==> src/rtl/siren_arbiter.sv <==
// Priority arbiter sharing one speaker pin among several tone generators.
// Enforces a minimum play time before preemption and a silent gap between grants.
`timescale 1ns/1ps

module siren_arbiter #(
    parameter int unsigned N_SRC       = 4,
    parameter int unsigned HOLD_CYCLES = 1000,
    parameter int unsigned GAP_CYCLES  = 100
) (
    input  logic             clk,
    input  logic             rst_n,
    input  logic [N_SRC-1:0] req,
    input  logic [N_SRC-1:0] tone,
    output logic [N_SRC-1:0] grant,
    output logic             speaker,
    output logic             busy
);

    localparam int unsigned HOLD_W = $clog2(HOLD_CYCLES + 1);
    localparam int unsigned GAP_W  = (GAP_CYCLES > 1) ? $clog2(GAP_CYCLES) : 1;

    typedef enum logic [1:0] {
        IDLE = 2'd0,
        PLAY = 2'd1,
        GAP  = 2'd2
    } state_t;

    state_t            state;
    logic [HOLD_W-1:0] hold_cnt;
    logic [GAP_W-1:0]  gap_cnt;

    logic [N_SRC-1:0]  win_c;
    logic              own_drop_c;
    logic              higher_req_c;
    logic              hold_done_c;
    logic              gap_done_c;

    // Lowest set index of req wins; grant-1 masks every index above the owner.
    always_comb begin
        win_c        = req & (~req + N_SRC'(1));
        own_drop_c   = ~|(req & grant);
        higher_req_c = |(req & (grant - N_SRC'(1)));
        hold_done_c  = (hold_cnt == HOLD_W'(HOLD_CYCLES));
        gap_done_c   = (gap_cnt == GAP_W'(GAP_CYCLES - 1));
    end

    always_ff @(posedge clk or negedge rst_n) begin
        if (!rst_n) begin
            state    <= IDLE;
            grant    <= '0;
            speaker  <= 1'b0;
            busy     <= 1'b0;
            hold_cnt <= '0;
            gap_cnt  <= '0;
        end else begin
            // Uses the pre-edge grant, so the speaker trails grant by one cycle.
            speaker <= (state == PLAY) && (|(tone & grant));
            case (state)
                IDLE: begin
                    if (|req) begin
                        state    <= PLAY;
                        grant    <= win_c;
                        hold_cnt <= '0;
                        busy     <= 1'b1;
                    end else begin
                        busy <= 1'b0;
                    end
                end
                PLAY: begin
                    busy <= 1'b1;
                    if (!hold_done_c) begin
                        hold_cnt <= hold_cnt + HOLD_W'(1);
                    end
                    if (own_drop_c || (higher_req_c && hold_done_c)) begin
                        state   <= GAP;
                        grant   <= '0;
                        gap_cnt <= '0;
                    end
                end
                GAP: begin
                    // Requests are only looked at on the last gap cycle.
                    if (gap_done_c) begin
                        gap_cnt <= '0;
                        if (|req) begin
                            state    <= PLAY;
                            grant    <= win_c;
                            hold_cnt <= '0;
                            busy     <= 1'b1;
                        end else begin
                            state <= IDLE;
                            busy  <= 1'b0;
                        end
                    end else begin
                        gap_cnt <= gap_cnt + GAP_W'(1);
                        busy    <= 1'b1;
                    end
                end
                default: begin
                    state <= IDLE;
                    grant <= '0;
                    busy  <= 1'b0;
                end
            endcase
        end
    end

endmodule

==> config.mk <==
export PLATFORM = sky130hd
export DESIGN_NAME = siren_arbiter
export DESIGN_NICKNAME = d
export VERILOG_FILES = /design/src/rtl/siren_arbiter.sv
export SDC_FILE = /design/constraint.sdc
export NUM_CORES = 1
export LEC_CHECK = 0
export CAP_MARGIN = 20
export CELL_PAD_IN_SITES_DETAIL_PLACEMENT = 0
export CELL_PAD_IN_SITES_GLOBAL_PLACEMENT = 1
export CORE_MARGIN = 2
export CORE_UTILIZATION = 39
export DETAILED_ROUTE_END_ITERATION = 8
export GPL_TIMING_DRIVEN = 1
export PLACE_DENSITY_LB_ADDON = 0.15
export SLEW_MARGIN = 20
export SYNTH_ARGS = -nofsm -noshare
export SYNTH_HDL_FRONTEND = slang
export SYNTH_SLANG_ARGS = --single-unit
==> constraint.sdc <==
create_clock -name clk -period 2 [get_ports clk]
set_clock_uncertainty 0.2 [all_clocks]
set_input_delay 0.2 -clock clk [delete_from_list [all_inputs] [get_ports clk]]
set_output_delay 0.2 -clock clk [all_outputs]
set_load 0.05 [all_outputs]
==> summary.txt, run 1 <==
status: complete, but fails checks
failing checks: setup timing
Synth Instances: 154
area fraction in and, or, nand and nor cells after synthesis: 0.236
Die H: 65.7 um
TritonCTS Sinks: 25
Post-synth ARST share: 1.00
global-route usage over all layers: 0.201
Final setup viols: 11
DP HPWL: 2810 um
final slew viol count: 0
dpl cells: 254
first-pass GRT wire length: 6590 um
Cell Rows: 22
largest family of logic cells by synthesized area: simple AND/OR/NAND/NOR gates
CP Class: register to register
count leader, synth: dfrtp_1
wire length per cell: 15.1 um
Area Overhead vs Synth: 49.7%
NumNets Final: 234
endpoints failing hold: 0
adder-cell share of the synthesized area: 0.0337
cell taking the most area after synthesis: dfrtp_1
min Tclk post-route: 2.24 ns
Num CTS Buffers: 3
Vias: 1422
Util after Layout: 0.608
filler-free cell count of the finished design: 267
HP Class: primary input to asynchronous set/reset pin
clk root buf: clkbuf_8
synthesized net count: 168
critical path, cell by cell: inv_2 -> ha_4 -> nand4b_1 -> or3_4 -> a21o_4 -> a211oi_4 -> buf_4 -> mux2i_1
post-synthesis sequential area ratio: 0.421
Buf+Inv Stages, Crit Path: 2
initial antenna violation count: 0
vias in the first global route: 1388
GP Congestion: 0.849
pwr dens: 1170 mW/mm2
final worst slack: -0.240 ns
Tcrit/Tclk final: 1.12
largest net degree at the start of global routing: 26
die width: 65.7 um
first drt pass iteration count: 4
PortBufs: 15
Required @ worst endpoint: 1.99 ns
slew margin rel.: 0.640
global route total overflow: 0
VDD IR max: 0.000651 V
Vias per Instance: 5.33
Static Leakage: 0.992 nW
Worst setup EP type: register
MaxCap Viol Count: 0
Worst-path clk slew: 0.09 ns
Synth Flop Type: dfrtp_1
Tot Pwr: 0.00261 W
H-tree depth: 1
total wire length: 4050 um
layout cells sized above 1: 0.402
Synth Area in XOR/XNOR: 0.0589
CTS tree: built
CP max-delay cell: dfrtp_1
DRT iter0 DRCs: 83
I/O pins: 16
critical path arrival: 2.23 ns
Worst Path Max Fanout: 3
CP top delay family: simple AND/OR/NAND/NOR gates
post-route ant nets: 0
worst-skew pair later-pin latency: 0.27 ns
synthesized area per cell: 9.65 um2
mux cell area share after synthesis: 0.0404
pin slew with the least headroom to its limit: 0.535 ns
area share of the largest cell type after synthesis: 0.421
yosys warns: 0
Initial Util: 0.406
Core Region: 0.00366 mm2
Antenna Cells: 0
Peak Freq: 447 MHz
clk buf depth: 2
# DRC: 0
register bit total from synthesis: 25
RSZ-0062 raised after global routing: yes
Setup crit start kind: register
Synth Area in Compound Gates: 0.173
Post-Place Worst Slack: -0.351 ns
CP max stage delay: 0.40 ns
Post-Synthesis Cell Area: 0.00149 mm2
most frequent cells after synthesis: dfrtp_1, nor2_1, nand2_1
EDFF count, synth: 0
post-synth cell types: 45
Synth area leaders: dfrtp_1, xnor2_1, nor2_1
WHS: 0.0862 ns
die area: 0.00432 mm2
-- final cells by class --
class	instances	area, um2
Clock buffer	4	45.0
Fill cell	322	1440
Inverter	9	33.8
Multi-Input combinational cell	117	946
Sequential cell	25	628
Tap cell	48	60.1
Timing Repair Buffer	64	512
-- registers in the layout, indices dropped and copies added (netlist names) --
name / cells
gap_cnt: 7
busy: 1
grant: 4
hold_cnt: 10
speaker: 1
state: 2
-- layout by cell type, fill, tap and decap left out, types with 3 or more instances in the layout --
master           synthesis  routed
a21oi_1                  8       6
a22o_1                   3       3
a22oi_1                  3       3
and3_1                   3       3
buf_4                    0      52
clkbuf_8                 0       3
clkdlybuf4s50_1          0      11
dfrtp_1                 25      23
ha_4                     0       3
inv_1                    9       5
inv_2                    0       4
mux2i_1                  3       3
nand2_1                 10      10
nand3_1                  3       3
nand4_1                  4       4
nor2_1                  16      16
nor3_1                   8       5
nor3_2                   0       3
o21ai_0                  4       4
xnor2_1                  8       8
-- timing repair --
action                     4_1_cts  5_1_grt
gates cloned                     1        1
pin swaps                        7        9
resized for setup               16        8
setup buffers                    4        4
setup endpoints to repair       21       22
hold buffers                     0        0
-- power breakdown --
group          total, W  switching (W)  internal, W
Combinational   0.00156       0.000821     0.000744
Clock          0.000305       0.000162     0.000142
Sequential     0.000739       0.000111     0.000627
Total           0.00261        0.00109      0.00151
-- per-stage QoR --
stage	cell area [um2]	setup TNS (ns)
2_1_floorplan	1500	-0.847
6_report	2220	-1.63
3_3_place_gp	2000	-3.84
3_5_place_dp	2000	-5.15
4_1_cts	2160	-2.20
5_1_grt	2220	-2.90
-- worst reg2reg max path, delay by kind of cell (launching register included) --
| kind | cells | cell delay (ns) |
|---|---|---|
| AO/OA/AOI/OAI | 2 | 0.50 |
| flip-flops | 1 | 0.40 |
| buffers and inverters | 2 | 0.27 |
| AND/OR/NAND/NOR | 2 | 0.50 |
| multiplexers | 1 | 0.18 |
| adder cells (fa/ha/maj) | 1 | 0.12 |
-- kinds of logic (layout without fill, tap and decap cells) --
family	after synthesis	after routing
buf+inv	14	77
simple gates	63	63
flops	25	25
fa+ha+maj	4	4
xor+xnor	10	10
mux	5	5
compound gates	33	35
-- final timing paths --
path | start | end | slack [ns] | cells past startpoint
worst max register to register | hold_cnt[0] | grant[1] | -0.24 | 8
max in group asynchronous | rst_n | grant[1] | 1.24 | 2
worst min register to register | gap_cnt[2] | gap_cnt[2] | 0.39 | 2
worst max-delay path | hold_cnt[0] | grant[1] | -0.24 | 8
worst min-delay path | rst_n | gap_cnt[3] | 0.09 | 2
min in group clk | gap_cnt[2] | gap_cnt[2] | 0.39 | 2
-- layer usage --
layer  track usage  up-vias  wire [um]
met4        0.0469        0         17
met3        0.0257        2         60
met5             0        -          0
met1         0.271      713       1940
met2         0.342       10       2030
li1              -      697          -
No activity file was read; power rests on OpenSTA's default activity.
==> run 2, diff against run 1 <==
CORE_MARGIN = 4   (was 2)
CORE_UTILIZATION = 43   (was 39)
CTS_CLUSTER_DIAMETER = 50   (was not set)
DONT_BUFFER_PORTS = 1   (was not set)
==> summary.txt, run 2 (synthesis gave the netlist of run 1 again) <==
VDD IR max: 0.000796 V (was 0.000651 V)
commonest non-fill, non-tap cells in the layout: buf_4, dfrtp_1, nor2_1 (unchanged)
# DRC: 0 (unchanged)
Vias: 1473 (was 1422)
largest registers: hold_cnt (10), gap_cnt (7), grant (4) (unchanged)
CTS tree: built (unchanged)
CP Class: register to register (unchanged)
final worst slack: -0.288 ns (was -0.240 ns)
first-pass GRT wire length: 7620 um (was 6590 um)
CP top delay family: compound AO/OA/AOI/OAI gates (was simple AND/OR/NAND/NOR gates)
Required @ worst endpoint: 2.04 ns (was 1.99 ns)
layout cells sized above 1: 0.457 (was 0.402)
pin slew with the least headroom to its limit: 0.451 ns (was 0.535 ns)
Area Overhead vs Synth: 56.4% (was 49.7%)
Antenna Cells: 0 (unchanged)
failing checks: setup timing (unchanged)
pwr dens: 1170 mW/mm2 (about the same)
die area: 0.00446 mm2 (was 0.00432 mm2)
CP max-delay cell: dfrtp_1 (unchanged)
Final setup viols: 13 (was 11)
wire length per cell: 16.9 um (was 15.1 um)
Static Leakage: 1.01 nW (was 0.992 nW)
initial antenna violation count: 0 (unchanged)
Biggest register: hold_cnt (unchanged)
Tcrit/Tclk final: 1.14 (was 1.12)
min Tclk post-route: 2.29 ns (was 2.24 ns)
die width: 66.8 um (was 65.7 um)
clk buf depth: 2 (unchanged)
first drt pass iteration count: 6 (was 4)
post-route ant nets: 0 (unchanged)
Setup crit start kind: register (unchanged)
critical path arrival: 2.33 ns (was 2.23 ns)
CP max stage delay: 0.42 ns (was 0.40 ns)
Fill cells: 270 (was 322)
Initial Util: 0.445 (was 0.406)
endpoints failing hold: 0 (unchanged)
worst-skew pair later-pin latency: 0.34 ns (was 0.27 ns)
global-route usage over all layers: 0.226 (was 0.201)
DRT iter0 DRCs: 117 (was 83)
clk root buf: clkbuf_4 (was clkbuf_8)
Cell Rows: 21 (was 22)
filler-free cell count of the finished design: 267 (unchanged)
Worst Path Max Fanout: 4 (was 3)
GP Congestion: 0.864 (was 0.849)
NumNets Final: 236 (was 234)
Die H: 66.8 um (was 65.7 um)
Num CTS Buffers: 3 (unchanged)
Vias per Instance: 5.52 (was 5.33)
Worst-path clk slew: 0.16 ns (was 0.09 ns)
TNS Setup: -2.72 ns (was -1.63 ns)
final slew viol count: 0 (unchanged)
PortBufs: 0 (was 15)
HP Class: primary input to register (was primary input to asynchronous set/reset pin)
critical path, cell by cell: inv_2 -> ha_4 -> nand4b_1 -> or3_4 -> a21o_4 -> a211oi_4 -> mux2_4 (was inv_2 -> ha_4 -> nand4b_1 -> or3_4 -> a21o_4 -> a211oi_4 -> buf_4 -> mux2i_1)
MaxCap Viol Count: 0 (unchanged)
TritonCTS Sinks: 25 (unchanged)
Worst setup EP type: register (unchanged)
slew margin rel.: 0.699 (was 0.640)
Core Region: 0.00334 mm2 (was 0.00366 mm2)
I/O pins: 16 (unchanged)
max reg flops: 10 (unchanged)
Buf+Inv Stages, Crit Path: 1 (was 2)
commonest non-fill, non-tap cell in the layout: buf_4 (unchanged)
total wire length: 4510 um (was 4050 um)
DP HPWL: 2770 um (was 2810 um)
vias in the first global route: 1555 (was 1388)
largest net degree at the start of global routing: 26 (unchanged)
H-tree depth: 1 (unchanged)
RSZ-0062 raised after global routing: yes (unchanged)
dpl cells: 236 (was 254)
global route total overflow: 0 (unchanged)
status: complete, but fails checks (unchanged)
Peak Freq: 437 MHz (was 447 MHz)
-- run 2: path summary, 6_finish.rpt --
kind / start / endpoint / slack [ns] / cells after the start
worst max-delay path: hold_cnt[0] / grant[2] / -0.29 / 7
worst min-delay path: req[3] / busy / 0.04 / 3
worst max register to register: hold_cnt[0] / grant[2] / -0.29 / 7
worst min register to register: gap_cnt[1] / gap_cnt[1] / 0.36 / 1
max in group asynchronous: rst_n / hold_cnt[6] / 1.34 / 2
min in group asynchronous: rst_n / speaker / 0.10 / 2
-- run 2: stage by stage --
step | util | area, um2 | worst slack (ns) | total power, W | hold WS, ns
floorplan | - | 1500 | -0.231 | 0.00148 | -0.296
detailed placement | 0.557 | 1860 | -0.291 | 0.00201 | -0.295
CTS | 0.664 | 2220 | -0.242 | 0.00254 | 0.0402
finish | 0.697 | 2320 | -0.288 | 0.00271 | 0.0360
global placement | 0.557 | 1860 | -0.223 | 0.00198 | -0.295
global route | 0.697 | 2320 | -0.340 | 0.00289 | 0.0308
-- run 2: timing repair --
action / CTS / global route
hold endpoints to repair: 30 / 0
pin swaps: 9 / 9
endpoints found under the setup margin: 19 / 23
hold buffers: 10 / 0
buffers inserted: 13 / 8
resized for setup: 26 / 18
-- run 2: worst reg2reg max path, cell delays in order, from the launching register on --
cell	delay [ns]
dfrtp_1	0.42
inv_2	0.09
ha_4	0.13
nand4b_1	0.11
or3_4	0.37
a21o_4	0.21
a211oi_4	0.33
mux2_4	0.33
-- run 2: layout make-up --
type	instances	area (um2)	area share
Tap cell	46	57.6	0.0248
Multi-Input combinational cell	115	1010	0.433
Clock inverter	1	7.51	0.00323
Clock buffer	3	22.5	0.00969
Inverter	9	33.8	0.0145
Sequential cell	25	628	0.270
Timing Repair Buffer	68	569	0.245
-- run 2: report_power, final --
group	internal (W)	switching [W]	leakage (nW)	total (W)
Combinational	0.000835	0.000844	0.670	0.00168
Sequential	0.000626	0.000156	0.329	0.000782
Clock	0.0000767	0.000171	0.0139	0.000248
Total	0.00154	0.00117	1.01	0.00271
-- run 2: per-layer routing --
metal / GRT usage / part of all wire / vias up
met3: 0.0438 / 0.031 / 15
met1: 0.263 / 0.42 / 730
met5: 0 / 0 / -
li1: - / - / 696
met2: 0.415 / 0.52 / 32
met4: 0.0660 / 0.027 / 0
==> run 3, diff against run 2 <==
TNS_END_PERCENT = 50   (was not set)
==> summary.txt, run 3 (synthesis gave the netlist of run 1 again) <==
status: complete, but fails checks (unchanged)
failing checks: setup timing (unchanged)
layout cells sized above 1: 0.457 (about the same)
Initial Util: 0.445 (unchanged)
sw frac: 0.435 (was 0.432)
Final setup viols: 13 (unchanged)
clk root buf: clkbuf_4 (unchanged)
RSZ-0062 raised after global routing: yes (unchanged)
die area: 0.00446 mm2 (unchanged)
commonest non-fill, non-tap cells in the layout: buf_4, dfrtp_1, nor2_1 (unchanged)
commonest non-fill, non-tap cell in the layout: buf_4 (unchanged)
CP max-delay cell: dfrtp_1 (unchanged)
CP top delay family: compound AO/OA/AOI/OAI gates (unchanged)
HP Class: primary input to register (unchanged)
Num CTS Buffers: 3 (unchanged)
Antenna Cells: 0 (unchanged)
DP HPWL: 2770 um (unchanged)
global route total overflow: 0 (unchanged)
Area Overhead vs Synth: 54.9% (was 56.4%)
total internal power: 0.00151 W (was 0.00154 W)
largest registers: hold_cnt (10), gap_cnt (7), grant (4) (unchanged)
Worst-path clk slew: 0.15 ns (was 0.16 ns)
Peak Freq: 440 MHz (was 437 MHz)
Die H: 66.8 um (unchanged)
max reg flops: 10 (unchanged)
CP max stage delay: 0.42 ns (about the same)
vias in the first global route: 1541 (was 1555)
first-pass GRT wire length: 7560 um (was 7620 um)
CP Class: register to register (unchanged)
critical path arrival: 2.31 ns (was 2.33 ns)
MaxCap Viol Count: 0 (unchanged)
Seq pwr share: 0.293 (was 0.289)
largest net degree at the start of global routing: 26 (unchanged)
initial antenna violation count: 0 (unchanged)
wire length per cell: 16.7 um (was 16.9 um)
Util after Layout: 0.690 (was 0.697)
DRT iter0 DRCs: 129 (was 117)
total wire length: 4430 um (was 4510 um)
Worst setup EP type: register (unchanged)
min Tclk post-route: 2.27 ns (was 2.29 ns)
TNS Setup: -2.55 ns (was -2.72 ns)
VDD IR max: 0.000797 V (was 0.000796 V)
dpl cells: 236 (unchanged)
CTS tree: built (unchanged)
Fill cells: 271 (was 270)
post-route ant nets: 0 (unchanged)
final worst slack: -0.272 ns (was -0.288 ns)
Required @ worst endpoint: 2.04 ns (about the same)
die width: 66.8 um (unchanged)
clk buf depth: 2 (unchanged)
GP Congestion: 0.864 (unchanged)
Multi-input gate area: 997 um2 (was 0.00101 mm2)
Vias: 1443 (was 1473)
Vias per Instance: 5.45 (was 5.52)
clock network power share: 0.092 (about the same)
pwr dens: 1160 mW/mm2 (was 1170 mW/mm2)
worst-skew pair later-pin latency: 0.33 ns (was 0.34 ns)
Static Leakage: 1.00 nW (was 1.01 nW)
PortBufs: 0 (unchanged)
endpoints failing hold: 0 (unchanged)
first drt pass iteration count: 5 (was 6)
area taken by flip-flops and latches: 628 um2 (unchanged)
# DRC: 0 (unchanged)
TritonCTS Sinks: 25 (unchanged)
Biggest register: hold_cnt (unchanged)
Switch Pwr: 0.00116 W (was 0.00117 W)
global-route usage over all layers: 0.224 (was 0.226)
Core Region: 0.00334 mm2 (unchanged)
I/O pins: 16 (unchanged)
H-tree depth: 1 (unchanged)
final slew viol count: 0 (unchanged)
Tcrit/Tclk final: 1.14 (about the same)
internal reg-to-reg setup slack: -0.27 ns (was -0.29 ns)
Logic pwr share: 0.615 (was 0.620)
Tot Pwr: 0.00267 W (was 0.00271 W)
NumNets Final: 234 (was 236)
Cell Rows: 21 (unchanged)
Buf+Inv Stages, Crit Path: 1 (unchanged)
critical path, cell by cell: inv_2 -> ha_4 -> nand4b_1 -> or3_4 -> a21o_4 -> a211oi_4 -> mux2_4 (unchanged)
pin slew with the least headroom to its limit: 0.448 ns (was 0.451 ns)
slew margin rel.: 0.701 (was 0.699)
filler-free cell count of the finished design: 265 (was 267)
Setup crit start kind: register (unchanged)
Worst Path Max Fanout: 4 (unchanged)
-- run 3: cell count changes in the layout (fill, tap and decap cells not counted), sizes merged --
cell,before,now
buf,58,57
clkbuf,4,3
-- run 3: worst min-delay path, delay by kind of cell --
kind / cells / cell delay, ns
simple gates: 1 / 0.02
compound gates: 1 / 0.14
buf+inv: 1 / 0.14
-- run 3: repair_timing --
item                       4_1_cts  5_1_grt
hold buffers                    10        0
setup endpoints to repair       19       23
pin swaps                        9       13
gates resized for setup         25       18
buffers inserted                13        6
hold endpoints to repair        30        0
-- run 3: path summary, 6_finish.rpt --
path                       depth (start not counted)          to   startpoint
setup / recovery                                   7    grant[2]  hold_cnt[0]
hold / removal                                     3        busy       req[3]
setup reg to reg                                   7    grant[2]  hold_cnt[0]
hold reg to reg                                    1  gap_cnt[1]   gap_cnt[1]
max in group asynchronous                          2    grant[0]        rst_n
min in group asynchronous                          2     speaker        rst_n
-- run 3: area by class of cell --
class	instances	share of cell area
Timing Repair Buffer	66	0.241
Tap cell	46	0.0250
Sequential cell	25	0.273
Multi-Input combinational cell	115	0.433
Inverter	9	0.0147
Clock buffer	3	0.00978
Clock inverter	1	0.00326
-- run 3: power groups by stage --
stage | logic (W) | registers [W] | clock network, W
floorplan | 0.000617 | 0.000863 | 0
global placement | 0.00119 | 0.000786 | 0
detailed placement | 0.00122 | 0.000790 | 0
CTS | 0.00151 | 0.000773 | 0.000257
global route | 0.00178 | 0.000805 | 0.000274
finish | 0.00164 | 0.000784 | 0.000246
-- run 3: routing by layer --
layer | track usage | vias up | wire [um]
li1 | - | 692 | -
met3 | 0.0438 | 6 | 113
met5 | 0 | - | 0
met4 | 0.0558 | 0 | 61
met2 | 0.417 | 19 | 2430
met1 | 0.260 | 726 | 1830
-- run 3: metrics by stage --
stage	hold WS (ns)	setup WS (ns)	instance area (um2)
after floorplan	-0.296	-0.231	1500
after global placement	-0.295	-0.223	1860
after detailed placement	-0.295	-0.291	1860
after CTS	0.0402	-0.242	2210
after global routing	0.0308	-0.340	2300
final	0.0277	-0.272	2300
